[src/rtl/cache_pkg.sv]
// Shared types and constants for the cache miss/fill controller.
// Holds FSM state encodings, owner encodings, block geometry and the
// word-address helper used by both the issue and return paths.
package cache_pkg;

  localparam int          WORDS_PER_BLOCK = 8;
  localparam logic [15:0] BLOCK_MASK      = 16'hFFF0;

  typedef enum logic [1:0] {
    FILL_IDLE = 2'd0,
    FILL_FILL = 2'd1,
    FILL_TAG  = 2'd2
  } fill_state_e;

  typedef enum logic {
    OWN_I = 1'b0,
    OWN_D = 1'b1
  } owner_e;

  // Byte address of word idx inside a block-aligned base (2 bytes per word).
  function automatic logic [15:0] word_addr(input logic [15:0] base,
                                            input logic [3:0]  idx);
    return base + {11'd0, idx, 1'b0};
  endfunction

endpackage

[src/rtl/fill_arbiter.sv]
// D-over-I miss arbiter. The grant is combinational so the FSM can leave
// IDLE in the same cycle a miss is seen; the winning owner is registered
// and held for the whole fill.
module fill_arbiter
  import cache_pkg::*;
(
  input  logic        clk,
  input  logic        rst,
  input  logic        grant_en_i,
  input  logic        i_miss_i,
  input  logic [15:0] i_addr_i,
  input  logic        d_miss_i,
  input  logic [15:0] d_addr_i,
  output logic        grant_o,
  output logic [15:0] grant_base_o,
  output owner_e      owner_o
);

  owner_e owner_q, owner_d;

  // Priority select: the D-cache wins when both caches miss together.
  always_comb begin
    grant_o      = grant_en_i & (i_miss_i | d_miss_i);
    grant_base_o = (d_miss_i ? d_addr_i : i_addr_i) & BLOCK_MASK;
    owner_d      = owner_q;
    if (grant_o) owner_d = d_miss_i ? OWN_D : OWN_I;
  end

  // Owner latch, updated only on a grant.
  always_ff @(posedge clk or posedge rst) begin
    if (rst) owner_q <= OWN_I;
    else     owner_q <= owner_d;
  end

  assign owner_o = owner_q;

endmodule

[src/rtl/cache_fill_ctrl.sv]
// Cache fill controller: grants one I/D miss at a time, issues an 8-word
// read burst to the shared 16-bit memory, steers returned words into the
// owning cache, then strobes the tag write that releases the miss.
// Optional feature macro: CACHE_FILL_STATS_EN adds per-cache fill counters.
module cache_fill_ctrl
  import cache_pkg::*;
#(
  parameter int MEM_LAT = 4
) (
  input  logic        clk,
  input  logic        rst,
  input  logic        i_miss,
  input  logic [15:0] i_miss_addr,
  input  logic        d_miss,
  input  logic [15:0] d_miss_addr,
  input  logic [15:0] mem_data_out,
  input  logic        mem_data_valid,
  output logic        mem_enable,
  output logic [15:0] mem_addr,
  output logic [15:0] fill_data,
  output logic [15:0] fill_addr,
  output logic        i_load_data,
  output logic        d_load_data,
  output logic        i_load_tag,
  output logic        d_load_tag,
`ifdef CACHE_FILL_STATS_EN
  output logic [15:0] i_fill_count,
  output logic [15:0] d_fill_count,
`endif
  output logic        i_fill_busy,
  output logic        d_fill_busy
);

  localparam logic [3:0] WPB      = 4'(WORDS_PER_BLOCK);
  localparam logic [2:0] LAST_RCV = 3'(WORDS_PER_BLOCK - 1);

  // The controller only counts returns; a zero-latency memory cannot
  // overlap issue and return the way the burst relies on.
  if (MEM_LAT < 1) begin : g_lat_chk
    $error("MEM_LAT must be at least 1");
  end

  fill_state_e state_q, state_d;
  logic [15:0] base_q, base_d;
  logic [3:0]  issue_cnt_q, issue_cnt_d;
  logic [2:0]  rcv_cnt_q, rcv_cnt_d;

  logic        grant;
  logic [15:0] grant_base;
  owner_e      owner;
  logic        load_data;
  logic        load_tag;

  fill_arbiter u_arb (
    .clk          (clk),
    .rst          (rst),
    .grant_en_i   (state_q == FILL_IDLE),
    .i_miss_i     (i_miss),
    .i_addr_i     (i_miss_addr),
    .d_miss_i     (d_miss),
    .d_addr_i     (d_miss_addr),
    .grant_o      (grant),
    .grant_base_o (grant_base),
    .owner_o      (owner)
  );

  // Next-state and burst control; issue and return paths run independently
  // inside FILL so they overlap once the first read comes back.
  always_comb begin
    state_d     = state_q;
    base_d      = base_q;
    issue_cnt_d = issue_cnt_q;
    rcv_cnt_d   = rcv_cnt_q;
    mem_enable  = 1'b0;
    mem_addr    = '0;
    fill_addr   = '0;
    load_data   = 1'b0;
    load_tag    = 1'b0;
    case (state_q)
      FILL_IDLE: begin
        if (grant) begin
          base_d      = grant_base;
          issue_cnt_d = '0;
          rcv_cnt_d   = '0;
          state_d     = FILL_FILL;
        end
      end
      FILL_FILL: begin
        if (issue_cnt_q < WPB) begin
          mem_enable  = 1'b1;
          mem_addr    = word_addr(base_q, issue_cnt_q);
          issue_cnt_d = issue_cnt_q + 4'd1;
        end
        if (mem_data_valid) begin
          load_data = 1'b1;
          fill_addr = word_addr(base_q, {1'b0, rcv_cnt_q});
          rcv_cnt_d = rcv_cnt_q + 3'd1;
          if (rcv_cnt_q == LAST_RCV) state_d = FILL_TAG;
        end
      end
      FILL_TAG: begin
        load_tag  = 1'b1;
        fill_addr = base_q;
        state_d   = FILL_IDLE;
      end
      default: state_d = FILL_IDLE;
    endcase
  end

  // State, block base and burst counters.
  always_ff @(posedge clk or posedge rst) begin
    if (rst) begin
      state_q     <= FILL_IDLE;
      base_q      <= '0;
      issue_cnt_q <= '0;
      rcv_cnt_q   <= '0;
    end else begin
      state_q     <= state_d;
      base_q      <= base_d;
      issue_cnt_q <= issue_cnt_d;
      rcv_cnt_q   <= rcv_cnt_d;
    end
  end

  assign fill_data   = mem_data_out;
  assign i_load_data = load_data & (owner == OWN_I);
  assign d_load_data = load_data & (owner == OWN_D);
  assign i_load_tag  = load_tag  & (owner == OWN_I);
  assign d_load_tag  = load_tag  & (owner == OWN_D);
  assign i_fill_busy = (state_q != FILL_IDLE) & (owner == OWN_I);
  assign d_fill_busy = (state_q != FILL_IDLE) & (owner == OWN_D);

`ifdef CACHE_FILL_STATS_EN
  logic [15:0] i_cnt_q, i_cnt_d;
  logic [15:0] d_cnt_q, d_cnt_d;

  // A completed fill is the tag write; counters wrap naturally.
  always_comb begin
    i_cnt_d = i_cnt_q;
    d_cnt_d = d_cnt_q;
    if (i_load_tag) i_cnt_d = i_cnt_q + 16'd1;
    if (d_load_tag) d_cnt_d = d_cnt_q + 16'd1;
  end

  // Fill statistics registers.
  always_ff @(posedge clk or posedge rst) begin
    if (rst) begin
      i_cnt_q <= '0;
      d_cnt_q <= '0;
    end else begin
      i_cnt_q <= i_cnt_d;
      d_cnt_q <= d_cnt_d;
    end
  end

  assign i_fill_count = i_cnt_q;
  assign d_fill_count = d_cnt_q;
`endif

endmodule
[config.mk]
export PLATFORM = sky130hd
export DESIGN_NAME = cache_fill_ctrl
export DESIGN_NICKNAME = d
export VERILOG_FILES = /design/src/rtl/cache_pkg.sv /design/src/rtl/fill_arbiter.sv /design/src/rtl/cache_fill_ctrl.sv
export SDC_FILE = /design/constraint.sdc
export NUM_CORES = 1
export LEC_CHECK = 0
export CAP_MARGIN = 10
export CORE_MARGIN = 8
export CORE_UTILIZATION = 38
export DETAILED_ROUTE_END_ITERATION = 8
export GPL_TIMING_DRIVEN = 0
export PLACE_DENSITY = 0.85
export SLEW_MARGIN = 15
export SYNTH_ARGS = -nofsm -noshare
export SYNTH_HDL_FRONTEND = slang
export SYNTH_SLANG_ARGS = --single-unit
export TNS_END_PERCENT = 20
[constraint.sdc]
create_clock -name clk -period 4.98 [get_ports clk]
set_input_delay 0.498 -clock clk [delete_from_list [all_inputs] [get_ports clk]]
set_output_delay 0.498 -clock clk [all_outputs]
set_load 0.005 [all_outputs]
==> impl_summary.txt, run 1 <==
----------------------------------------------------
[Run status]
  Result of the run ... complete, no violations

[Detailed routing]
  Detailed-route via count ... 1548
  Final Routed Wirelength ... 4782 um
  Drt wl/cell ... 15.18 um
  Number of remaining DRC errors ... 0
  Number of iterations in the first detailed-routing pass ... 4
  Antenna Violating Nets Remaining ... 0
  Iteration-0 DRC Markers ... 67
  Via density per instance ... 4.914

[Timing]
  Final worst-path cycle share ... 0.5891
  Clock period minus worst slack ... 2.934 ns
  Maximum clock frequency ... 340.8 MHz
  Max-slew headroom ... 0.4642
  Number of setup violations in the final report ... 0
  Unrepaired setup endpoints after global routing ... no
  Final max-slew violation count ... 0
  WHS ... 0.4982 ns
  Final Hold Vio Count ... 0
  Worst Max-Slew Pin Slew ... 0.8028 ns
  Final-layout setup total negative slack ... 0 ns
  Clk_skew ... 0.001382 ns

[Cells and area]
  Share of final-layout standard cells stronger than drive strength 1 ... 0.1170
  Area added between synthesis and finish ... 57.45%
  Inserted Diodes ... 0
  # nets final ... 326
  Fillcell total ... 354
  Summed area of non-filler cells in the final layout ... 0.002500 sq mm

[Global route]
  Vias in the first global route ... 1551
  First-pass GRT wire length ... 7493 um
  Largest net degree at the start of global routing ... 23
  Antenna violations before repair ... 0
  GRT Residual Overflow ... 0
  Total routing usage reported by global routing ... 0.1471

[Setup path]
  WP data required ... 4.48 ns
  Worst Path Max Fanout ... 10
  Highest cell delay on the worst timing path ... 0.52 ns
  Slowest cell on the critical path ... sky130_fd_sc_hd__clkdlybuf4s50_1
  CP startpoint kind ... register
  Endpoint type of the worst setup path ... output port
  Crit-path leading delay family ... buffers and inverters
  Critical path buffers and inverters ... 3
  Most prevalent standard cell on the critical path ... sky130_fd_sc_hd__and2_1
  Critical path type ... reg -> out
  Signal arrival time at the worst endpoint ... 2.44 ns
  Critical-path cell list ... inv_1, ha_1, and2_1, o21a_1, clkbuf_1, and2_1, clkdlybuf4s50_1

[Placement]
  Cell Area, Placed ... 0.002445 sq mm
  Post-detail-place hpwl ... 3963 um
  Number of buffers added on ports ... 79
  Routability cong. ... 0.7774

[Synth]
  Sequential fraction of the synthesis area ... 0.3467
  Compound-gate portion of the synthesized area ... 0.1355
  Number of different library cells in the post-synthesis netlist ... 33
  Post-synthesis share of cell area spent on full adders, half adders and majority gates ... 0.05516
  Register bit count reported by yosys ... 22
  Area share of and/or/nand/nor cells after synthesis ... 0.2380
  Ys Warns ... 0
  Count of mapped cells out of synthesis ... 181
  Xor-xnor portion of the synthesized cell area ... 0.01103
  Dominant combinational cell family by area after synthesis ... simple AND/OR/NAND/NOR gates
  Post-synth design cell area ... 0.001588 sq mm
  Mean instance size in the synthesized netlist ... 8.772 sq um
  Multiplexer area fraction after synthesis ... 0.08983

[Clock tree]
  Num CTS Buffers ... 3
  TritonCTS sink count ... 22
  Post_cts resized ... 0
  Count of H-tree levels built during CTS ... 1
  Source-to-sink clock delay at the later pin of the worst-skew pair ... 0.26 ns
  Root buffer cell ... sky130_fd_sc_hd__clkbuf_8
  Max Root-Sink Buffers ... 2
  CTS tree ... yes
  Hold bufs inserted after CTS ... 0
  Setup fix buffers added after clock tree synthesis ... 0
  Register clock-pin slew on the reported worst setup and hold paths ... 0.08 ns

[Floorplanning]
  Area of the placeable core ... 0.004000 sq mm
  Top-level I/O count ... 108
  Starting Density ... 0.3969
  Horizontal die dimension ... 80.64 um
  Core Rows ... 23
  Die height ... 80.64 um
  Total die area ... 0.006503 sq mm

[Power and ir drop]
  Worst vdd ir ... 0.0001702 V
  Leakage ... 1.127 nW
  Cell area power density ... 432.3 mW/mm^2
  Post-route total power ... 1.081 mW

[Hold path]
  Worst Hold Class ... reg -> reg

[Job]
  Max-cap violation count ... 0

----------------------------------------------------
==> tightest hold or removal path, stage by stage (launching register included) <==
cell and delay (ns):
sky130_fd_sc_hd__dfrtp_1 0.35, sky130_fd_sc_hd__nand2_1 0.05, sky130_fd_sc_hd__o21ai_0 0.06
==> worst paths after layout <==
kind                       startpoint              to  slack [ns]  cells after the start
setup reg to reg           state_q[0]  issue_cnt_q[0]        3.09                      5
hold reg to reg            base_q[15]      base_q[15]        0.50                      2
setup / recovery           state_q[1]   fill_addr[15]        2.05                      7
min in group asynchronous         rst      base_q[12]        0.69                      2
max in group asynchronous         rst      base_q[10]        3.79                      2
hold / removal             base_q[15]      base_q[15]        0.50                      2
==> cell families after synthesis <==
family / after synthesis
and+or+nand+nor: 68
AOI/OAI and AO/OA: 35
buffers and inverters: 32
DFF: 22
muxes: 14
adders and majority gates: 7
xor gates and xnor gates: 2
other: 1
==> cells in the mapped netlist, drive strengths merged <==
| master | n | area (sq um) |
|---|---|---|
| o21a | 2 | 15.01 |
| mux2 | 2 | 22.52 |
| and2 | 27 | 168.9 |
| nand3 | 1 | 5.000 |
| a21o | 1 | 7.510 |
| a22o | 7 | 62.56 |
| nor2 | 5 | 18.77 |
| xnor2 | 2 | 17.52 |
| nor3 | 2 | 10.01 |
| nor3b | 1 | 18.77 |
| o21bai | 1 | 7.510 |
| and3 | 4 | 25.02 |
| nand4 | 2 | 12.51 |
| nand2b | 2 | 12.51 |
| conb | 1 | 3.750 |
| o22ai | 2 | 12.51 |
| ha | 7 | 87.58 |
| and2b | 2 | 16.27 |
| o21ai | 19 | 95.09 |
| clkbuf | 5 | 20.01 |
| or3 | 1 | 6.260 |
| nand2 | 19 | 71.32 |
| nor2b | 2 | 12.51 |
| buf | 21 | 150.1 |
| a21oi | 3 | 15.01 |
| mux2i | 12 | 120.1 |
| dfrtp | 22 | 550.5 |
| inv | 6 | 22.52 |
==> cells in the final DEF, fill, tap and decap left out, types with 2 or more instances in the layout <==
cell type and instances:
sky130_fd_sc_hd__clkbuf_1 4, sky130_fd_sc_hd__buf_2 3, sky130_fd_sc_hd__dfrtp_1 22, sky130_fd_sc_hd__and3_1 4, sky130_fd_sc_hd__clkbuf_8 4, sky130_fd_sc_hd__inv_1 6
sky130_fd_sc_hd__nor3_1 2, sky130_fd_sc_hd__nand2_1 19, sky130_fd_sc_hd__xnor2_1 2, sky130_fd_sc_hd__o22ai_1 2, sky130_fd_sc_hd__clkdlybuf4s50_1 79, sky130_fd_sc_hd__conb_1 2
sky130_fd_sc_hd__a22o_1 6, sky130_fd_sc_hd__ha_1 7, sky130_fd_sc_hd__and2_1 27, sky130_fd_sc_hd__nand4_1 2, sky130_fd_sc_hd__mux2_2 2, sky130_fd_sc_hd__a21oi_1 3
sky130_fd_sc_hd__nor2_1 5, sky130_fd_sc_hd__buf_4 18, sky130_fd_sc_hd__o21ai_0 18, sky130_fd_sc_hd__nand2b_1 2, sky130_fd_sc_hd__mux2i_1 12, sky130_fd_sc_hd__nor2b_1 2
sky130_fd_sc_hd__o21a_1 2
==> flip-flops by register name (all words and copies together), names as in the netlist <==
signal and flops:
rcv_cnt_q 3, state_q 2, base_q 12, issue_cnt_q 4, u_arb.owner_o 1
==> per-layer routing <==
layer  part of all wire  GRT usage  vias to the layer above
met4              0.014    0.06909                        0
li1                   -          -                      755
met2               0.52     0.2622                       60
met1               0.39     0.1530                      729
met5                  0          0                        -
met3              0.078    0.04464                        4
==> power breakdown <==
| part | internal [mW] | total [mW] | switching (mW) |
|---|---|---|---|
| Clock | 0.0704 | 0.128 | 0.0572 |
| Combinational | 0.352 | 0.617 | 0.265 |
| Sequential | 0.257 | 0.336 | 0.0789 |
==> metrics by stage <==
| stage | util | cells | worst slack, ns |
|---|---|---|---|
| 2_1_floorplan | - | 182 | 3.156 |
| 3_3_place_gp | 0.6112 | 311 | 2.340 |
| 3_5_place_dp | 0.6112 | 311 | 2.317 |
| 4_1_cts | 0.6250 | 315 | 2.026 |
| 5_1_grt | 0.6250 | 315 | 1.827 |
| 6_report | 0.6250 | 315 | 2.046 |
==> layout make-up <==
| class | count | area, sq um | area share |
|---|---|---|---|
| sequential | 22 | 550.5 | 0.2202 |
| inverter | 6 | 22.52 | 0.009009 |
| buffer | 26 | 170.2 | 0.06807 |
| clock buffer | 4 | 55.05 | 0.02202 |
| timing repair buffer | 79 | 790.8 | 0.3163 |
| tap | 50 | 62.56 | 0.02503 |
| multi-input combinational | 128 | 848.3 | 0.3393 |
(Power assumes the default switching activity.)
==> run 2: changes to the inputs <==
- CORE_UTILIZATION: 38 -> 36
- PLACE_DENSITY: 0.85 -> 0.81
- clock period: 4.98 -> 3 ns (I/O delays scaled with it)
==> run 2 against run 1 <==
Count of clock-buffer cells in the layout did not move; via count fell by 0.90%; worst hold slack got worse by 0.015 ns; sequential cell count is the same; critical path depth stayed put; first-iteration DRC count increased by 21%; cell area grew 0.10%; wire length down 0.27%; sequential share of layout area is essentially flat; cell count up 0.63%.
==> impl_summary.txt, run 2 (synthesized netlist as in run 1, its figures left out) <==
----------------------------------------------------
[Floorplanning]
  Die height ... 82.41 um (+2.2%)
  Top-level I/O count ... 108 (unchanged)
  Horizontal die dimension ... 82.41 um (+2.2%)
  Area of the placeable core ... 0.004294 sq mm (+7.4%)
  Starting Density ... 0.3698 (-0.02718)
  Core Rows ... 24 (+4.3%)
  Total die area ... 0.006791 sq mm (+4.4%)

[Global route]
  Total routing usage reported by global routing ... 0.1462 (-0.0009864)
  Largest net degree at the start of global routing ... 23 (unchanged)
  GRT Residual Overflow ... 0 (unchanged)
  First-pass GRT wire length ... 7728 um (+3.1%)
  Vias in the first global route ... 1567 (+1.0%)
  Antenna violations before repair ... 0 (unchanged)

[Timing]
  Unrepaired setup endpoints after global routing ... no
  Clock period minus worst slack ... 2.714 ns
  Final-layout setup total negative slack ... 0 ns (unchanged)
  Maximum clock frequency ... 368.4 MHz
  Number of setup violations in the final report ... 0 (unchanged)
  Final max-slew violation count ... 0 (unchanged)
  Worst Max-Slew Pin Slew ... 0.8406 ns (+0.03771 ns)
  Final critical-path setup slack ... 0.2857 ns (-1.760 ns)
  Final worst-path cycle share ... 0.9048
  Max-slew headroom ... 0.4390 (-0.02517)
  Clk_skew ... 0.005541 ns (+0.004159 ns)
  Final Hold Vio Count ... 0 (unchanged)

[Clock tree]
  Count of H-tree levels built during CTS ... 1 (unchanged)
  Root buffer cell ... sky130_fd_sc_hd__clkbuf_8
  Setup fix buffers added after clock tree synthesis ... 0 (unchanged)
  Post_cts resized ... 0 (unchanged)
  TritonCTS sink count ... 22 (unchanged)
  Num CTS Buffers ... 3 (unchanged)
  Hold bufs inserted after CTS ... 0 (unchanged)
  Source-to-sink clock delay at the later pin of the worst-skew pair ... 0.26 ns (about the same)
  CTS tree ... yes
  Max Root-Sink Buffers ... 2 (unchanged)
  Register clock-pin slew on the reported worst setup and hold paths ... 0.08 ns (about the same)

[Setup path]
  Endpoint type of the worst setup path ... output port
  RR Endpoint ... issue_cnt_q[1]
  CP startpoint kind ... register
  Most prevalent standard cell on the critical path ... sky130_fd_sc_hd__and2_1
  Crit-path leading delay family ... buffers and inverters
  Worst reg2reg path startpoint ... state_q[0]
  Critical-path cell list ... inv_1, ha_1, and2_1, o21a_1, clkbuf_1, and2_1, clkdlybuf4s50_1
  Critical Path Source ... state_q[1]
  Number of cells on the worst reg-to-reg path ... 5 (unchanged)
  Reg-to-reg slack, setup ... 1.13 ns (-1.96 ns)
  Critical path type ... reg -> out
  Worst Path Max Fanout ... 10 (unchanged)
  Critical path buffers and inverters ... 3 (unchanged)
  Highest cell delay on the worst timing path ... 0.52 ns (about the same)
  Signal arrival time at the worst endpoint ... 2.41 ns (-0.03 ns)
  Slowest cell on the critical path ... sky130_fd_sc_hd__clkdlybuf4s50_1
  WP data required ... 2.70 ns (-1.78 ns)

[Cells and area]
  Flip-flop count of the largest register after layout ... 12 (unchanged)
  Fin cells ... 317 (+0.63%)
  Fillcell total ... 417 (+18%)
  Leading cell type in the layout, fill and taps excluded ... sky130_fd_sc_hd__clkdlybuf4s50_1
  Share of final-layout standard cells stronger than drive strength 1 ... 0.1170 (unchanged)
  Area added between synthesis and finish ... 57.60%
  Top Registers ... base_q: 12 flops, issue_cnt_q: 4 flops, rcv_cnt_q: 3 flops
  Commonest cells after routing, fill and taps aside ... sky130_fd_sc_hd__clkdlybuf4s50_1 (79), sky130_fd_sc_hd__and2_1 (27), sky130_fd_sc_hd__dfrtp_1 (22)
  Register with the most flip-flops ... base_q
  # nets final ... 326 (unchanged)
  Inserted Diodes ... 0 (unchanged)

[Power and ir drop]
  Combinational power share ... 0.567 (-0.004)
  Post-route total power ... 1.803 mW (+67%)
  Reg power frac ... 0.313 (+0.002)
  Power share of the clock group ... 0.121 (+0.003)
  Cell-internal power ... 1.129 mW (+66%)
  Switch share ... 0.3739 (+0.002799)
  Psw ... 0.6742 mW (+68%)
  Cell area power density ... 720.7 mW/mm^2 (+67%)
  Worst vdd ir ... 0.0003271 V (+92%)
  Leakage ... 1.127 nW (unchanged)

[Detailed routing]
  Drt wl/cell ... 15.04 um (-0.90%)
  Antenna Violating Nets Remaining ... 0 (unchanged)
  Detailed route wirelength on metal3 ... 374 um (+0.27%)
  Via density per instance ... 4.839 (-1.5%)
  Number of remaining DRC errors ... 0 (unchanged)
  DR WL met2 ... 2406 um (-3.1%)
  Final Routed Wirelength ... 4769 um (-0.27%)
  Detailed-route via count ... 1534 (-0.90%)
  Highest routed metal layer ... met4
  Iteration-0 DRC Markers ... 81 (+21%)
  Number of iterations in the first detailed-routing pass ... 4 (unchanged)
  WL met1 ... 1934 um (+4.0%)

[Job]
  Max-cap violation count ... 0 (unchanged)

[Hold path]
  Hold depth ... 3 (+1)
  Hold Crit Endpoint ... base_q[7]
  Hold wc startpoint ... d_miss
  Worst Hold Class ... in -> reg

[Placement]
  Routability cong. ... 0.7725 (-0.63%)
  Post-detail-place hpwl ... 3855 um (-2.7%)
  Worst slack, placed ... 0.5853 ns (-1.731 ns)
  Number of buffers added on ports ... 79 (unchanged)
  Placed instance count ... 313 (+0.64%)

[Run status]
  Result of the run ... complete, no violations

----------------------------------------------------
## run 2: cell counts in the layout (fill, tap and decap cells not counted)
No cell type changed its count.
## run 2: worst max path at each step
stage | end | slack [ns] | depth (start not counted)
after floorplan | rcv_cnt_q[0] | 1.37 | 6
after global placement | fill_addr[5] | 0.60 | 7
after detailed placement | fill_addr[15] | 0.59 | 7
after CTS | fill_addr[15] | 0.29 | 7
after global routing | fill_addr[5] | 0.09 | 7
final | fill_addr[4] | 0.29 | 7
## run 2: through the flow
| step | utilization | cell area (sq um) | hold WS (ns) |
|---|---|---|---|
| after global placement | 0.5699 | 2447 | 0.4840 |
| after detailed placement | 0.5699 | 2447 | 0.4895 |
| after global routing | 0.5828 | 2502 | 0.5046 |
| final | 0.5828 | 2502 | 0.4832 |
| after CTS | 0.5828 | 2502 | 0.4961 |
| after floorplan | - | 1592 | 0.2892 |
## run 2: final cells by class
| class | count | area [sq um] | area share |
|---|---|---|---|
| clock buffer | 4 | 55.05 | 0.02200 |
| buffer | 26 | 170.2 | 0.06800 |
| timing repair buffer | 79 | 790.8 | 0.3160 |
| multi-input combinational | 128 | 848.3 | 0.3390 |
| sequential | 22 | 550.5 | 0.2200 |
| tap | 52 | 65.06 | 0.02600 |
| inverter | 6 | 22.52 | 0.009000 |
## run 2: routing by layer
metal / up-vias / track usage
met5: - / 0
met4: 0 / 0.05439
met3: 4 / 0.03788
met2: 51 / 0.2553
met1: 721 / 0.1668
li1: 758 / -
## run 2: power by group through the flow
stage / sequential, mW / clock [mW] / combinational [mW]
after floorplan: 0.524 / 0 / 0.536
after CTS: 0.563 / 0.218 / 1.04
after global placement: 0.562 / 0 / 1.01
after detailed placement: 0.569 / 0 / 1.03
final: 0.564 / 0.217 / 1.02
after global routing: 0.585 / 0.240 / 1.14
## run 2: worst register-to-register path, delay by kind of cell, from the launching register on
family	cells	cell delay, ns
AOI/OAI and AO/OA	2	0.57
and+or+nand+nor	1	0.43
DFF	1	0.38
adders and majority gates	1	0.33
buffers and inverters	1	0.10
